==> src/rtl/fifo_wr_arbiter.sv <==
// Round-robin arbiter sharing one FIFO push port between NREQ write-side
// requesters. A grant lasts up to BURST accepted words. One IDLE cycle always
// separates two grants. Also keeps push and stall statistics for debug.
//
// Handshake: a requester raises req[i] and holds req[i] and its req_data
// slice stable until it sees ack[i]. ack[i] is high in exactly the cycle its
// word is pushed, which is when it owns the port, req[i] is high and full is
// low. Dropping req[i] without an ack is legal and ends the grant. push never
// rises while full is high, so full acts as the FIFO's ready, used
// combinationally.
module fifo_wr_arbiter #(
    parameter int NREQ   = 4,
    parameter int DWIDTH = 8,
    parameter int BURST  = 4,
    parameter int IDW    = 2
) (
    input  logic                   wclk,
    input  logic                   reset_L,
    input  logic [NREQ-1:0]        req,
    input  logic [NREQ*DWIDTH-1:0] req_data,
    output logic [NREQ-1:0]        ack,
    output logic [NREQ-1:0]        grant,
    output logic [IDW-1:0]         grant_id,
    input  logic                   full,
    output logic                   push,
    output logic [DWIDTH-1:0]      wdata,
    output logic [15:0]            push_cnt,
    output logic [15:0]            stall_cnt,
    output logic                   state_dbg,
    output logic [3:0]             beat_dbg
);

    typedef enum logic {
        IDLE = 1'b0,
        OWN  = 1'b1
    } state_t;

    state_t          state, state_nxt;
    logic [NREQ-1:0] grant_nxt;
    logic [IDW-1:0]  grant_id_nxt;
    logic [IDW-1:0]  last, last_nxt;
    logic [3:0]      beat, beat_nxt;
    logic [15:0]     push_cnt_nxt, stall_cnt_nxt;

    logic            pick_found;
    logic [IDW-1:0]  pick_idx;
    logic            req_g;
    logic            done;

    // Round-robin search starting just after the last granted requester
    always_comb begin
        int cand;
        logic [IDW-1:0] cand_idx;
        pick_found = 1'b0;
        pick_idx   = '0;
        cand       = 0;
        cand_idx   = '0;
        for (int k = 1; k <= NREQ; k++) begin
            cand     = (int'(last) + k) % NREQ;
            cand_idx = IDW'(cand);
            if (!pick_found && req[cand_idx]) begin
                pick_found = 1'b1;
                pick_idx   = cand_idx;
            end
        end
    end

    // Data path: forward the granted requester's word and decode push/ack
    always_comb begin
        req_g = req[grant_id];
        push  = (state == OWN) && req_g && !full;
        ack   = '0;
        ack[grant_id] = push;
        wdata = '0;
        for (int i = 0; i < NREQ; i++) begin
            if (grant_id == IDW'(i)) begin
                wdata = req_data[i*DWIDTH +: DWIDTH];
            end
        end
    end

    // Next-state logic: grant selection, burst accounting, statistics
    always_comb begin
        state_nxt     = state;
        grant_nxt     = grant;
        grant_id_nxt  = grant_id;
        last_nxt      = last;
        beat_nxt      = beat;
        push_cnt_nxt  = push_cnt;
        stall_cnt_nxt = stall_cnt;
        done          = 1'b0;
        case (state)
            IDLE: begin
                if (pick_found) begin
                    state_nxt    = OWN;
                    grant_nxt    = '0;
                    grant_nxt[pick_idx] = 1'b1;
                    grant_id_nxt = pick_idx;
                    last_nxt     = pick_idx;
                    beat_nxt     = '0;
                end
            end
            OWN: begin
                if (push) begin
                    beat_nxt     = beat + 4'd1;
                    push_cnt_nxt = push_cnt + 16'd1;
                end
                if (req_g && full && (stall_cnt != 16'hFFFF)) begin
                    stall_cnt_nxt = stall_cnt + 16'd1;
                end
                done = !req_g || (push && (beat == 4'(BURST - 1)));
                if (done) begin
                    state_nxt = IDLE;
                    grant_nxt = '0;
                end
            end
            default: begin
                state_nxt = IDLE;
                grant_nxt = '0;
            end
        endcase
    end

    // State register; reset leaves last at NREQ-1 so requester 0 wins first
    always_ff @(posedge wclk or negedge reset_L) begin
        if (!reset_L) begin
            state     <= IDLE;
            grant     <= '0;
            grant_id  <= '0;
            last      <= IDW'(NREQ - 1);
            beat      <= '0;
            push_cnt  <= '0;
            stall_cnt <= '0;
        end else begin
            state     <= state_nxt;
            grant     <= grant_nxt;
            grant_id  <= grant_id_nxt;
            last      <= last_nxt;
            beat      <= beat_nxt;
            push_cnt  <= push_cnt_nxt;
            stall_cnt <= stall_cnt_nxt;
        end
    end

    // Debug view of the FSM
    always_comb begin
        state_dbg = (state == OWN);
        beat_dbg  = beat;
    end

endmodule

==> config.mk <==
export PLATFORM = sky130hd
export DESIGN_NAME = fifo_wr_arbiter
export DESIGN_NICKNAME = d
export VERILOG_FILES = /design/src/rtl/fifo_wr_arbiter.sv
export SDC_FILE = /design/constraint.sdc
export NUM_CORES = 1
export LEC_CHECK = 0
export BUFFER_PORTS_ARGS = -buffer_cell sky130_fd_sc_hd__buf_4
export CORE_ASPECT_RATIO = 0.6
export CORE_MARGIN = 4
export CORE_UTILIZATION = 49
export DETAILED_ROUTE_END_ITERATION = 10
export PLACE_DENSITY = 0.8
export SLEW_MARGIN = 20
export SYNTH_ARGS = -nofsm -noshare
export SYNTH_HDL_FRONTEND = slang
export SYNTH_SLANG_ARGS = --single-unit
export TNS_END_PERCENT = 1
==> constraint.sdc <==
create_clock -name wclk -period 2.1 [get_ports wclk]
set_input_delay 0.315 -clock wclk [delete_from_list [all_inputs] [get_ports wclk]]
set_output_delay 0.315 -clock wclk [all_outputs]
set_load 0.02 [all_outputs]
Word-level counts from Yosys, hierarchy flattened --
Cells that the tools add are included.
Storage, ports and cells: input port bits 39, output and inout port bits 56, bits in registers 45
Operators by class: reduce and logical (&&, ||, !) cells 22, bitwise operators 2, multiplexer cells 35, order comparisons 8, equality and inequality tests 8, add/sub/neg operators 7
Operators with widths (count):
- $add A16 B1 Y16 const B | 2
- $mux W8 | 4
- $lt A2 B3 Y1 const B | 6
- $mux W4 | 4
- $ne A16 B16 Y1 const B | 1
- $pmux W4 S2 | 2
- $mux W1 | 13
- $bmux W1 S2 | 5
- $logic_and A1 B1 Y1 | 10
- $reduce_and A2 Y1 | 5
- $mux W2 | 4
- $logic_not A1 Y1 | 5
- $add A2 B1 Y2 const B | 2
- $add A2 B2 Y2 const B | 2
- $add A4 B1 Y4 const B | 1
- $and A4 B4 Y4 | 1
- $demux W1 S2 | 2
- $eq A2 B2 Y1 const B | 2
- $eq A4 B2 Y1 const B | 1
- $ge A2 B1 Y1 const B | 2
- $ne A2 B2 Y1 const B | 2
- $eq A2 B1 Y1 const B | 1
- $logic_not A2 Y1 | 1
- $ne A2 B1 Y1 const B | 1
- 3 further kinds | 3

Longest topological paths before layout --
Gate-level depths: netlist of run 1.
depth in word-level cells 19, gate-level depth with buffers 6, depth with buffers taken out 5

Worst setup path after synthesis of run 1 --
OpenSTA, ideal clock, no wires.
kind register to output, start point register grant_id[1], end point output ack[3], data arrival time 1.760 ns, stages on the path, launching flop included 6, path slack 0.025 ns, cell sequence dfrtp_1 -> buf_2 -> mux4_2 -> nand2_2 -> inv_2 -> and3_1
On the way: longest elaborated chain between the ends 5, elaborated cells between the ends (all ways) 10, those cells by class order compare: 2; mux: 4; bitwise: 1; reduce/logical: 3
Ends and longest elaborated chain:
- from (decl) | line 23 | output logic [IDW-1:0] grant_id,
- from (signal assigned) | line 137 | grant_id <= grant_id_nxt;
- $bmux W1 S2 | line 70 | req_g = req[grant_id];
- $mux W1 (implied by the code) | line 70
- $logic_and A1 B1 Y1 (2 in a row) | line 71 | push = (state == OWN) && req_g && !full;
- named net push | line 25 | output logic push,
- $and A4 B4 Y4 (no source line)
- to (decl) | line 21 | output logic [NREQ-1:0] ack,
The timed path passes the listed nets, and every way through them passes these cells. The select of a mux whose other input is x is not followed.

Final worst setup path of run 1 --
start point register grant_id[1], end point output ack[3]
On the way: longest elaborated chain between the ends 5, elaborated cells between the ends (all ways) 10, those cells by class order compare: 2; mux: 4; bitwise: 1; reduce/logical: 3
Ends and longest elaborated chain:
- $lt A2 B3 Y1 (implied by the code) (tied with other cells) | line 73 | ack[grant_id] = push;
- $logic_and A1 B1 Y1 (implied by the code) / $mux W1 (equally long branches) | line 73, 70
- $mux W1 (implied by the code) / $logic_and A1 B1 Y1 (equally long branches) | line 73, 71
- $demux W1 S2 / $logic_and A1 B1 Y1 (equally long branches) | line 73, 71
- $and A4 B4 Y4 (no source line) *
Every way passes the cells marked *; elsewhere a longest branch is shown, timed or not. The select of a mux whose other input is x is not followed.

==> results.tsv, run 1 <==
metric	value	unit
syn-cell-area	2520	µm²
area_growth_syn_to_layout	38.3	%
via_per_inst	5.60	
fin_cells	397	
wl	6.46	mm
root_buffer	clkbuf_8	
clkTransAtPathRegs	0.09	ns
finalHoldViolations	0	
worst_pin_slew	0.577	ns
grtUsageTotal	0.206	
hold_buffers	0	
maxCapViolCount	0	
synth_seq_cells	45	
fillers	351	
power.total	3.95	mW
fp.dieH	63.6	µm
fmax	492	MHz
cp_max_fo	7	
synthFlopType	dfrtp_1	
setup_viol	0	
async_flop_share	1.00	
start_kind	register	
final_common_cell	buf_4	
crit_path_end_kind	primary output	
hold_class	in2async	
finalCritPeriodShare	0.968	
yosysWarningCount	0	
critPathArrivalTime	1.72	ns
outcome	completed	
synth.area.top_cells	dfrtp_1 (43%), xnor2_1 (9.7%), mux4_2 (8.0%), nand2_1 (3.3%), o211ai_2 (3.0%)	
hpwl	5.06	mm
initial_core_util	0.528	
dieWidth	101	µm
final_nets	375	
cts_tree	yes	
ys_seq_area_frac	0.447	
cts_max_level	2	
ir_drop	0.673	mV
synthesis.nets	269	
core_area	4780	µm²
leakagePower	1.67	nW
rsz0062_at_grt	true	
worstSetupPathType	reg2out	
first_iter_violations	222	
clock-skew-final	0.0104	ns
grt_max_degree	46	
drtPass1Iterations	4	
avgRoutedWirePerCell	16.3	µm
max_slew_margin	0.615	
period_minus_slack	2.03	ns
first_global_vias	2175	
antenna_left	0	
setup_ws	0.0669	ns
utilization	0.730	
final_cell_mix	buf_4 (106), dfrtp_1 (42), xnor2_1 (28), nand2_1 (22)	
pin_count	95	
power_density	1130	nW/µm²
drc	0	
placed_area	3330	µm²
critPathLaunch	grant_id[1]	
cts_buffers	5	
num_antenna_cells	0	
crit_required	1.78	ns
cts.sinks	45	
reg2reg_from	grant_id[1]	
gp_congestion	0.926	
timing.hold.ws	0.00437	ns
r2r_cells	6	
io_buffers	94	
netlist-cell-type-count	53	
rows	19	
report.final.slew_viol_count	0	
fin_tns_setup	0	ns
syn_avg_cell_area	11.1	µm²
yosysTopAreaCellShare	0.427	
grt_pass1_wl	10.5	mm
final_layout_size_suffix_gt1_frac	0.443	
grt_overflow	0	
yosysTopAreaCell	dfrtp_1	
post-place-ws	0.194	ns
synth-edff-count	0	
synthCells	227	
antenna_found_initial	0	
vias	2223	
die_area	6400	µm²
design_area	3490	µm²
clockBufferDepth	2	
r2r-end	stall_cnt[15]	
worstSetupEndpoint	ack[3]	
dpl.cell_count	385	
clk-insertion-delay-late	0.30	ns
regToRegSetupSlack	0.13	ns
==> state kept, by name, indices dropped and copies added (netlist names) <==
register   count
last           2
stall_cnt     16
beat_dbg       4
grant          4
push_cnt      16
state_dbg      1
grant_id       2
==> kinds of logic (layout without fill, tap and decap cells) <==
logic type,Yosys count,after routing,synth area share
buf+inv,16,123,0.0298
mux,13,13,0.0987
simple gates,90,90,0.198
fa+ha+maj,3,3,0.0149
flops,45,45,0.447
compound gates,29,29,0.104
xor+xnor,31,31,0.108
==> cell type report <==
cell class	count	area, µm²	area share
clock buffers	5	68.8	0.0197
clock inverters	3	46.3	0.0133
inverters	7	28.8	0.00825
multi-input cells	166	1320	0.378
flip-flops and latches	45	1130	0.324
well taps	63	78.8	0.0226
repair buffers	108	818	0.234
==> metal layers <==
layer | wire [µm] | track usage | part of all wire
met4 | 34 | 0.0370 | 0.0053
met5 | 0 | 0 | 0
met3 | 640 | 0.0584 | 0.099
met1 | 3040 | 0.303 | 0.47
met2 | 2740 | 0.305 | 0.42
==> power by group <==
part	switching, mW	total, mW	internal [mW]
combinational	1.04	1.99	0.945
sequential	0.237	1.31	1.07
clock	0.305	0.661	0.356
total	1.58	3.95	2.37
==> Yosys cell counts (4+ instances only) <==
master	count
mux4_2	9
nor2_1	11
clkbuf_1	4
xnor2_1	28
dfrtp_1	43
nand3_1	10
nand4_1	11
nand2_1	22
nand2b_1	5
nor3_1	4
and3_1	6
o211ai_2	6
inv_1	6
==> critical path: stages, from the launching register on <==
cell and delay (ns):
dfrtp_1 0.39, mux4_2 0.54, nand2_2 0.13, inv_4 0.06
and3_1 0.18, buf_6 0.13
==> worst min-delay path by stage <==
stage               startpoint     endpoint  cells after the start
floorplan              reset_L  beat_dbg[0]                      0
global placement       reset_L  push_cnt[7]                      1
detailed placement     reset_L  push_cnt[8]                      1
CTS                    reset_L  push_cnt[8]                      1
global route           reset_L  push_cnt[8]                      1
finish                 reset_L  push_cnt[8]                      1
==> what timing repair did <==
| item | in CTS | in global routing |
|---|---|---|
| buffers inserted | 1 | 3 |
| cloned | 0 | 0 |
| setup endpoints to repair | 1 | 1 |
| pin swaps | 0 | 1 |
| gates resized for setup | 0 | 4 |
Note: power is estimated with default switching activity, not from simulation.
==> run 2: changes to the inputs <==
RECOVER_POWER = 50   (was unset)
==> results.tsv, run 2 (same netlist as run 1, synthesis figures left out) <==
metric	value	unit	change
outcome	completed		unchanged
worstSetupPathType	reg2out		unchanged
max_stage_delay	0.54	ns	about the same
num_antenna_cells	0		unchanged
grt_overflow	0		unchanged
cts_buffers	5		unchanged
report.final.slew_viol_count	0		unchanged
vias	2230		was 2,223
worst_pin_slew	1.13	ns	was 0.577 ns
cts_tree	yes		unchanged
power_density	1140	nW/µm²	was 1130 nW/µm²
hpwl	5.06	mm	unchanged
leakagePower	1.56	nW	was 1.67 nW
r2r_cells	6		unchanged
grt_pass1_wl	10.5	mm	unchanged
antenna_left	0		unchanged
power.total	3.87	mW	was 3.95 mW
fp.dieH	63.6	µm	unchanged
ir_drop	0.650	mV	was 0.673 mV
finalCritPeriodShare	0.969		was 0.968
cts.sinks	45		unchanged
cp_max_fo	7		unchanged
final_cell_mix	buf_4 (78), dfrtp_1 (42), xnor2_1 (28), clkbuf_1 (27), nand2_1 (22)		was buf_4 (106), dfrtp_1 (42), xnor2_1 (28), nand2_1 (22)
grtUsageTotal	0.206		unchanged
first_iter_violations	245		was 222
avgRoutedWirePerCell	16.3	µm	about the same
drtPass1Iterations	5		was 4
io_buffers	94		unchanged
grt_max_degree	46		unchanged
wl_met3	590	µm	was 640 µm
max_slew_margin	0.249		was 0.615
top_layer_used	met4		unchanged
rsz0062_at_grt	true		unchanged
crit_chain	mux4_2, nand2_2, inv_4, and3_1, buf_6		unchanged
placed_area	3330	µm²	unchanged
root_buffer	clkbuf_8		unchanged
rows	19		unchanged
fin_tns_setup	0	ns	unchanged
design_area	3390	µm²	was 3490 µm²
dieWidth	101	µm	unchanged
core_area	4780	µm²	unchanged
pin_count	95		unchanged
largest_registers	push_cnt x16, stall_cnt x16		unchanged
antenna_found_initial	0		unchanged
cp_slowest_cell	mux4_2		unchanged
clk-insertion-delay-late	0.30	ns	about the same
initial_core_util	0.528		unchanged
clockBufferDepth	2		unchanged
hold_buffers	0		unchanged
clock-skew-final	0.0104	ns	about the same
critPathArrivalTime	1.72	ns	about the same
via_per_inst	5.62		was 5.60
post-place-ws	0.194	ns	unchanged
first_global_vias	2175		unchanged
final_nets	375		unchanged
drc	0		unchanged
start_kind	register		unchanged
period_minus_slack	2.04	ns	was 2.03 ns
area_growth_syn_to_layout	34.2	%	was 38.3%
wl_met1	3.11	mm	was 3.04 mm
fillers	377		was 351
crit_required	1.78	ns	about the same
fmax	491	MHz	was 492 MHz
final_layout_size_suffix_gt1_frac	0.362		was 0.443
gp_congestion	0.926		unchanged
final_common_cell	buf_4		unchanged
cts_max_level	2		unchanged
setup_viol	0		unchanged
clkTransAtPathRegs	0.09	ns	about the same
die_area	6400	µm²	unchanged
hold_class	in2async		unchanged
wl	6.48	mm	was 6.46 mm
crit_path_end_kind	primary output		unchanged
maxCapViolCount	0		unchanged
setup_ws	0.0650	ns	was 0.0669 ns
wl_met2	2.74	mm	about the same
finalHoldViolations	0		unchanged
run 2: path summary, 6_finish.rpt:
path                               from       endpoint  slack, ns
setup / recovery            grant_id[1]         ack[3]       0.06
hold / removal                  reset_L    push_cnt[8]       0.22
setup reg to reg            grant_id[1]  stall_cnt[15]       0.13
hold reg to reg            push_cnt[15]   push_cnt[15]       0.49
max in group asynchronous       reset_L      state_dbg       1.12
min in group wclk                  full      state_dbg       0.39
run 2: what timing repair did:
| action | in CTS | in global routing |
|---|---|---|
| pin swaps | 0 | 1 |
| endpoints found under the setup margin | 1 | 1 |
| resized for setup | 0 | 4 |
| buffers inserted | 1 | 3 |
run 2: metal layers:
| layer | vias to the layer above | GRT usage |
|---|---|---|
| met5 | - | 0 |
| met4 | 0 | 0.0370 |
| met3 | 5 | 0.0584 |
| met2 | 96 | 0.305 |
| met1 | 1086 | 0.303 |
| li1 | 1043 | - |
run 2: power breakdown:
group	switching, mW	leakage, nW	internal, mW	total, mW
Sequential	0.236	0.586	1.07	1.31
Clock	0.306	0.0543	0.356	0.662
Combinational	1.04	0.921	0.861	1.90
run 2: stage by stage:
step	utilization	hold WS (ns)	std cells
finish	0.709	0.220	397
global route	0.709	0.309	397
CTS	0.723	0.0221	394
detailed placement	0.698	0.350	385
global placement	0.698	0.342	385
floorplan	-	0.0194	227
run 2: critical path, delay by kind of cell (launching register included):
| family | cells | cell delay [ns] |
|---|---|---|
| flops | 1 | 0.39 |
| buf+inv | 2 | 0.19 |
| mux | 1 | 0.54 |
| simple gates | 2 | 0.31 |
run 2: cell type report:
class                           count  area, µm²  share of cell area
Clock inverter                      3       46.3              0.0137
Timing Repair Buffer              108        714               0.211
Sequential cell                    45       1130               0.334
Multi-Input combinational cell    166       1320               0.390
Clock buffer                        5       68.8              0.0203
Inverter                            7       28.8             0.00850
Tap cell                           63       78.8              0.0233
==> run 3: changes to the inputs <==
CORE_UTILIZATION = 44   (was 49)
PLACE_DENSITY = 0.76   (was 0.8)
clock period = 1.7 ns   (was 2.1 ns; I/O delays follow)
==> results.tsv, run 3 (same netlist as run 1, synthesis figures left out) <==
metric	value	unit	change
utilization	0.676		was 0.709
grtUsageTotal	0.211		was 0.206
via_per_inst	5.28		was 5.62
fin_tns_setup	-3.22	ns	was 0 ns
io_buffers	94		unchanged
root_buffer	clkbuf_8		unchanged
grt.met3_usage	0.0620		was 0.0584
finalCritPeriodShare	1.12		
grt_use_met1	0.294		was 0.303
core_area	5570	µm²	was 4780 µm²
start_kind	register		unchanged
period_minus_slack	1.90	ns	
avgRoutedWirePerCell	16.0	µm	was 16.3 µm
power_density	1350	nW/µm²	was 1140 nW/µm²
regToRegSetupSlack	-0.16	ns	was 0.13 ns
setup_ws	-0.200	ns	was 0.0650 ns
finalHoldViolations	0		unchanged
multi_input_area	1370	µm²	was 1320 µm²
outcome	finished with violations		was completed
cts_max_level	2		unchanged
cp_slowest_cell	dfrtp_2		was mux4_2
cts_tree	yes		unchanged
dieWidth	106	µm	was 101 µm
setup_viol	28		was 0
grt_pass1_wl	11.6	mm	was 10.5 mm
placed_area	3590	µm²	was 3330 µm²
clkTransAtPathRegs	0.09	ns	about the same
crit_chain	mux4_2, nand2_4, buf_6, nor3b_4, buf_6		was mux4_2, nand2_2, inv_4, and3_1, buf_6
max_slew_margin	0.262		was 0.249
fillers	457		was 377
first_global_vias	2268		was 2,175
violations	negative setup slack		
fmax	526	MHz	
clockBufferDepth	2		unchanged
drc	0		unchanged
first_iter_violations	105		was 245
critPathArrivalTime	1.64	ns	was 1.72 ns
vias	2323		was 2,230
hpwl	5.49	mm	was 5.06 mm
crit_path_end_kind	primary output		unchanged
crit_required	1.44	ns	was 1.78 ns
critPathTopFamily	flip-flops		was multiplexers
grt_overflow	0		unchanged
num_antenna_cells	0		unchanged
grt_max_degree	46		unchanged
pin_count	95		unchanged
drtPass1Iterations	4		was 5
antenna_left	0		unchanged
rows	21		was 19
ir_drop	0.738	mV	was 0.650 mV
leakagePower	1.76	nW	was 1.56 nW
report.final.slew_viol_count	0		unchanged
die_area	7050	µm²	was 6400 µm²
final_common_cell	buf_4		unchanged
final_layout_size_suffix_gt1_frac	0.500		was 0.362
cts_buffers	5		unchanged
design_area	3770	µm²	was 3390 µm²
initial_core_util	0.453		was 0.528
antenna_found_initial	0		unchanged
hold_class	in2reg		was in2async
area_growth_syn_to_layout	49.4	%	was 34.2%
worst_path_most_repeated_cell	buf_6		
max_stage_delay	0.42	ns	was 0.54 ns
largest_registers	push_cnt x16, stall_cnt x16		unchanged
worst_pin_slew	1.11	ns	was 1.13 ns
top_usage_layer	met2		unchanged
post-place-ws	-0.00489	ns	was 0.194 ns
fp.dieH	66.7	µm	was 63.6 µm
grtUsageMet2	0.328		was 0.305
path_buf_inv	2		unchanged
maxCapViolCount	0		unchanged
gp_congestion	0.863		was 0.926
wl	7.06	mm	was 6.48 mm
worstSetupPathType	reg2out		unchanged
rsz0062_at_grt	true		unchanged
clk-insertion-delay-late	0.30	ns	about the same
cp_max_fo	3		was 7
final_cell_mix	buf_4 (101), dfrtp_1 (30), xnor2_1 (28), nand2_1 (21), buf_6 (18)		was buf_4 (78), dfrtp_1 (42), xnor2_1 (28), clkbuf_1 (27), nand2_1 (22)
final_nets	401		was 375
cts.sinks	45		unchanged
timing.hold.ws	0.367	ns	was 0.220 ns
clock-skew-final	0.0110	ns	was 0.0104 ns
register_area	1140	µm²	was 1130 µm²
==> run 3: cell count changes in the layout (fill, tap and decap cells not counted), sizes merged <==
cell / delta
dlygate4sd3: +1
clkinvlp: -1
clkinv: +1
buf: +39
clkbuf: -13
bufinv: -1
==> run 3: path summary, 6_finish.rpt <==
kind | from | end | cells after the start
max | grant_id[1] | ack[1] | 5
min | req[3] | beat_dbg[0] | 3
min reg2reg | push_cnt[4] | push_cnt[4] | 1
max reg2reg | grant_id[1] | stall_cnt[1] | 8
max in group asynchronous | reset_L | grant_id[1] | 2
min in group asynchronous | reset_L | beat_dbg[0] | 2
==> run 3: area by class of cell <==
class,instances,share of cell area
Tap cell,80,0.0266
Clock inverter,2,0.00365
Timing Repair Buffer,134,0.272
Clock buffer,6,0.0219
Sequential cell,45,0.304
Multi-Input combinational cell,166,0.364
Inverter,7,0.00764
==> run 3: power breakdown <==
| group | internal, mW | switching [mW] |
|---|---|---|
| logic | 1.36 | 1.43 |
| registers | 1.33 | 0.258 |
| clock network | 0.330 | 0.373 |
| total | 3.02 | 2.06 |
==> run 3: through the flow <==
stage | power [mW] | instances
finish | 5.08 | 440
floorplan | 3.10 | 227
detailed placement | 4.21 | 427
global placement | 4.17 | 427
CTS | 5.13 | 439
global route | 5.40 | 440
==> run 3: timing repair <==
item / CTS / global route
hold buffers: 1 / 0
buffers inserted: 3 / 1
hold endpoints to repair: 43 / 0
endpoints found under the setup margin: 15 / 29
pin swaps: 4 / 3
resized for setup: 21 / 3
==> run 3: worst min-delay path, delay by kind of cell <==
| family | cells | cell delay (ns) |
|---|---|---|
| AO/OA/AOI/OAI | 1 | 0.22 |
| buffers and inverters | 1 | 0.11 |
| AND/OR/NAND/NOR | 1 | 0.06 |
==> run 3: routing by layer <==
layer  up-vias  wire length [µm]
li1       1101                 -
met1      1123              3350
met2        92              3110
met3         7               514
met4         0                81
met5         -                 0
